[src/rtl/uart_rx_decrypt.sv]
// rtl/uart_rx_decrypt.sv - UART receiver (8N1, or 8E1 with PARITY_CHECK_EN) that adds a key to each received byte
module uart_rx_decrypt #(
    parameter int CLK_HZ = 50_000_000
) (
    input  logic       clk,
    input  logic       reset,
    input  logic       Rx_EN,
    input  logic       RxD,
    input  logic [2:0] baud_sel,
    input  logic [7:0] encryption_key,
    output logic [7:0] Rx_DATA,
    output logic       Rx_VALID,
    output logic       Rx_FERROR,
    output logic       Rx_PERROR
);

    localparam int DIV_W = $clog2(CLK_HZ / (16 * 300) + 1);

    typedef enum logic [2:0] {S_IDLE, S_START, S_DATA, S_PARITY, S_STOP} state_t;

    state_t           r_state;
    logic [1:0]       r_sync;
    logic             r_rx_prev;
    logic [DIV_W-1:0] r_div;
    logic [DIV_W-1:0] r_div_cnt;
    logic [3:0]       r_sample;
    logic [2:0]       r_bit_cnt;
    logic [7:0]       r_shift;
`ifdef PARITY_CHECK_EN
    logic             r_par_err;
`endif

    logic [DIV_W-1:0] w_div_sel;
    logic             w_rx;
    logic             w_fall;
    logic             w_tick;
    logic             w_sample;

    always_comb begin
        w_div_sel = DIV_W'(CLK_HZ / (16 * 300));
        case (baud_sel)
            3'd0: w_div_sel = DIV_W'(CLK_HZ / (16 * 300));
            3'd1: w_div_sel = DIV_W'(CLK_HZ / (16 * 1200));
            3'd2: w_div_sel = DIV_W'(CLK_HZ / (16 * 4800));
            3'd3: w_div_sel = DIV_W'(CLK_HZ / (16 * 9600));
            3'd4: w_div_sel = DIV_W'(CLK_HZ / (16 * 19200));
            3'd5: w_div_sel = DIV_W'(CLK_HZ / (16 * 38400));
            3'd6: w_div_sel = DIV_W'(CLK_HZ / (16 * 57600));
            3'd7: w_div_sel = DIV_W'(CLK_HZ / (16 * 115200));
            default: w_div_sel = DIV_W'(CLK_HZ / (16 * 300));
        endcase
    end

    assign w_rx     = r_sync[1];
    assign w_fall   = r_rx_prev & ~w_rx;
    assign w_tick   = (r_div_cnt == r_div - DIV_W'(1));
    // The sample counter wraps every 16 ticks, so hitting 7->8 lands mid-bit in every state
    assign w_sample = w_tick && (r_sample == 4'd7);

    always_ff @(posedge clk or negedge reset) begin
        if (!reset) begin
            r_state   <= S_IDLE;
            r_sync    <= 2'b11;
            r_rx_prev <= 1'b1;
            r_div     <= '0;
            r_div_cnt <= '0;
            r_sample  <= '0;
            r_bit_cnt <= '0;
            r_shift   <= '0;
`ifdef PARITY_CHECK_EN
            r_par_err <= 1'b0;
`endif
            Rx_DATA   <= 8'h00;
            Rx_VALID  <= 1'b0;
            Rx_FERROR <= 1'b0;
            Rx_PERROR <= 1'b0;
        end else begin
            r_sync    <= {r_sync[0], RxD};
            r_rx_prev <= w_rx;
            Rx_VALID  <= 1'b0;

            if (r_state != S_IDLE) begin
                if (w_tick) begin
                    r_div_cnt <= '0;
                    r_sample  <= r_sample + 4'd1;
                end else begin
                    r_div_cnt <= r_div_cnt + DIV_W'(1);
                end
            end

            if (r_state != S_IDLE && !Rx_EN) begin
                r_state <= S_IDLE;
            end else begin
                case (r_state)
                    S_IDLE: begin
                        if (Rx_EN && w_fall) begin
                            r_state   <= S_START;
                            r_div     <= w_div_sel;
                            r_div_cnt <= '0;
                            r_sample  <= '0;
                        end
                    end
                    S_START: begin
                        r_bit_cnt <= '0;
                        if (w_sample)
                            r_state <= w_rx ? S_IDLE : S_DATA;
                    end
                    S_DATA: begin
                        if (w_sample) begin
                            r_shift   <= {w_rx, r_shift[7:1]};
                            r_bit_cnt <= r_bit_cnt + 3'd1;
                            if (r_bit_cnt == 3'd7) begin
`ifdef PARITY_CHECK_EN
                                r_state <= S_PARITY;
`else
                                r_state <= S_STOP;
`endif
                            end
                        end
                    end
`ifdef PARITY_CHECK_EN
                    S_PARITY: begin
                        if (w_sample) begin
                            r_par_err <= (w_rx != ^r_shift);
                            r_state   <= S_STOP;
                        end
                    end
`endif
                    S_STOP: begin
                        if (w_sample) begin
                            Rx_DATA   <= r_shift + encryption_key;
                            Rx_FERROR <= ~w_rx;
`ifdef PARITY_CHECK_EN
                            Rx_PERROR <= r_par_err;
`else
                            Rx_PERROR <= 1'b0;
`endif
                            Rx_VALID  <= 1'b1;
                            r_state   <= S_IDLE;
                        end
                    end
                    default: r_state <= S_IDLE;
                endcase
            end
        end
    end

endmodule

[config.mk]
export PLATFORM = sky130hd
export DESIGN_NAME = uart_rx_decrypt
export DESIGN_NICKNAME = d
export VERILOG_FILES = /design/src/rtl/uart_rx_decrypt.sv
export SDC_FILE = /design/constraint.sdc
export NUM_CORES = 1
export LEC_CHECK = 0
export ABC_AREA = 1
export BUFFER_PORTS_ARGS = -buffer_cell sky130_fd_sc_hd__buf_2
export CORE_UTILIZATION = 56
export CTS_CLUSTER_DIAMETER = 50
export CTS_CLUSTER_SIZE = 16
export DETAILED_ROUTE_END_ITERATION = 16
export PLACE_DENSITY = 0.75
export REMOVE_ABC_BUFFERS = 1
export SYNTH_ARGS = -nofsm -noshare
export SYNTH_HDL_FRONTEND = slang
export SYNTH_SLANG_ARGS = --single-unit
[constraint.sdc]
create_clock -name clk -period 5.4 [get_ports clk]
set_input_delay 1.08 -clock clk [delete_from_list [all_inputs] [get_ports clk]]
set_output_delay 1.08 -clock clk [all_outputs]
set_load 0.02 [all_outputs]
==> metrics.cfg <==
[yosys]
ys_types=35
synth-seq-cells=57
syn_area_per_cell_um2=7.181
yosys_warnings=0
synth_area_mm2=0.003935
syn_inst=548
ys_seq_area_frac=0.3634

[route]
vias_per_cell=5.083
wl_met3_um=351
drtIter0Drc=191
antenna_left=0
vias=3446
drc=0
wl_per_cell_um=12.83
wl_met1_um=3858
dr.pass1.iters=5
wirelength_um=8697
dr_wl_met2_um=4299
top_layer=met4

[critical_path]
r2r-end=r_div[6]
r2r_slack_ns=2.72
slowest_delay_ns=0.61
arrival_ns=2.88
worstSetupEndpointType=flip-flop
worstPathRequired_ns=5.59
cpMaxStageDelayCell=nor2_1
critical_path_class=primary input to flip-flop
worstSetupStartpointType=primary input
crit_cells=6
path_max_fanout=21
crit_end=r_div[6]
critical_path.top_delay_family=simple AND/OR/NAND/NOR gates
cp-startpoint=Rx_EN
cp.buffers_inverters=2
rr_worst_depth=6
reg2reg_from=r_state[1]
critical_path.cell_chain=buf_2 > nand3_1 > nor2_1 > inv_1 > a21oi_1 > a22oi_1

[grt]
grt_pass1_wl_um=14960
antenna_found_initial=0
grt_max_degree=58
first_global_vias=3383
grt.total_usage=0.2643
globalRouteOverflowTotal=0

[sta]
setup_tns_ns=0
fin_skew_ns=0.009080
post-route-min-period_ns=2.688
rsz0062_at_grt=false
finalHoldViolations=0
hold_slack_ns=0.3622
setup_viol=0
tightest_slew_ns=0.7507
final.period_utilization=0.4977
slew_violations=0
relSlewSlack=0.4977
fmax_ghz=0.3721
worst_slack_ns=2.712

[floorplanning]
dieArea_mm2=0.007366
start_util=0.5792
rows=30
core_area_mm2=0.006794
die_h_um=85.83
ios=26
die_w_um=85.83

[hold_path]
hold_start=r_sync[0]
hold_path_depth=0
hp-class=flip-flop to flip-flop

[finish]
layout-drive-gt1-share=0.1529
nets=611
syn2layout_area_growth_pct=10.94
antenna_cells=0
final-seq-area_mm2=0.001430
stdcell_count=678
layout_common_cells=nand2_1, inv_1, dfrtp_1
mostFrequentLayoutCell=nand2_1
multi_input_area_mm2=0.002083
fillerInstances=618

[pwr]
power_density_mw_per_mm2=408.1
irDropWorstVdd_v=0.0002016
leakagePower_nw=2.403
power_mw=1.782

[clocking]
cts_setup_buffers=0
holdBufCountCts=0
clk_latency_ns=0.35
cts_num_sinks=57
post_cts_resized=0
clock_path_buffers=2
tritoncts=built
cts_max_level=3
clkSlewWorstSetupHoldPaths_ns=0.08
root_buffer=clkbuf_8
numCtsBuffers=9

[placed_design]
hpwlAfterDp_um=6712
routabilityCongestion=0.9253
dp.cells=662
preCtsSetupSlack_ns=2.395
io_buffers=24

[status]
outcome=complete, no violations

[flow_run]
maxCapViolations=0

## where the power goes
part           internal, mW  total, mW  switching [mW]
clock network         0.264      0.458           0.194
registers             0.503      0.591          0.0874
logic                 0.234      0.733           0.498
## synthesized netlist by cell type
library cell	count	area, um2
a21oi_1	15	75.07
o21ai_4	1	16.27
nor2_1	35	131.4
o21ai_0	16	80.08
a22oi_1	2	15.01
buf_6	2	22.52
nor3_1	12	60.06
nand3_4	2	35.03
fa_1	1	20.02
o31ai_1	1	7.510
nand2_2	9	56.30
clkinv_1	2	7.510
inv_1	95	356.6
nor2_2	8	50.05
clkinv_2	1	5.000
clkbuf_1	4	15.01
nand3_2	3	30.03
dfstp_2	3	78.83
xnor2_1	5	43.79
nand3_1	44	220.2
o311ai_0	2	17.52
xor2_1	13	113.9
o211ai_1	1	7.510
nand2_1	162	608.1
nand2_4	2	22.52
buf_4	1	7.510
nor2_4	2	22.52
o21a_1	1	7.510
dfrtp_1	54	1351
conb_1	1	3.750
nand3b_1	1	7.510
nand4_1	12	75.07
inv_2	2	7.510
ha_1	18	225.2
o21ai_2	15	131.4
## how the worst min path moves through the flow
stage | to | slack (ns)
after floorplan | r_sync[1] | 0.35
after global placement | r_sync[1] | 0.35
after detailed placement | r_sync[1] | 0.35
after CTS | r_sync[1] | 0.36
after global routing | r_sync[1] | 0.36
final | r_sync[1] | 0.36
## stage by stage
stage / util / cell area [um2]
final: 0.6425 / 4365
after global routing: 0.6425 / 4365
after global placement: 0.6090 / 4138
after CTS: 0.6425 / 4365
after floorplan: - / 3890
after detailed placement: 0.6090 / 4138
## logic make-up after synthesis
logic type | count (synthesis) | share of synthesized area
and+or+nand+nor | 292 | 0.3351
buffers and inverters | 107 | 0.1072
other | 1 | 0.0009530
adders and majority gates | 19 | 0.06232
xor gates and xnor gates | 18 | 0.04006
DFF | 57 | 0.3634
AOI/OAI and AO/OA | 54 | 0.09094
## state kept, by name, summed over array words and instances (netlist names)
register,count
Rx_DATA,8
Rx_FERROR,1
Rx_VALID,1
r_bit_cnt,3
r_div,12
r_div_cnt,14
r_rx_prev,1
r_sample,4
r_shift,8
r_state,3
r_sync,2
## per-layer routing
layer,global-route usage,up-vias
met5,0,-
met4,0.1136,0
met3,0.05294,15
met2,0.4560,76
met1,0.3227,1579
li1,-,1776
## final cells by class
type / count / area share
Timing Repair Buffer: 25 / 0.02923
Inverter: 100 / 0.08627
Clock buffer: 9 / 0.02837
Multi-Input combinational cell: 384 / 0.4772
Clock inverter: 7 / 0.02379
Sequential cell: 57 / 0.3276
Tap cell: 96 / 0.02751
Note: power is estimated with default switching activity, not from simulation.
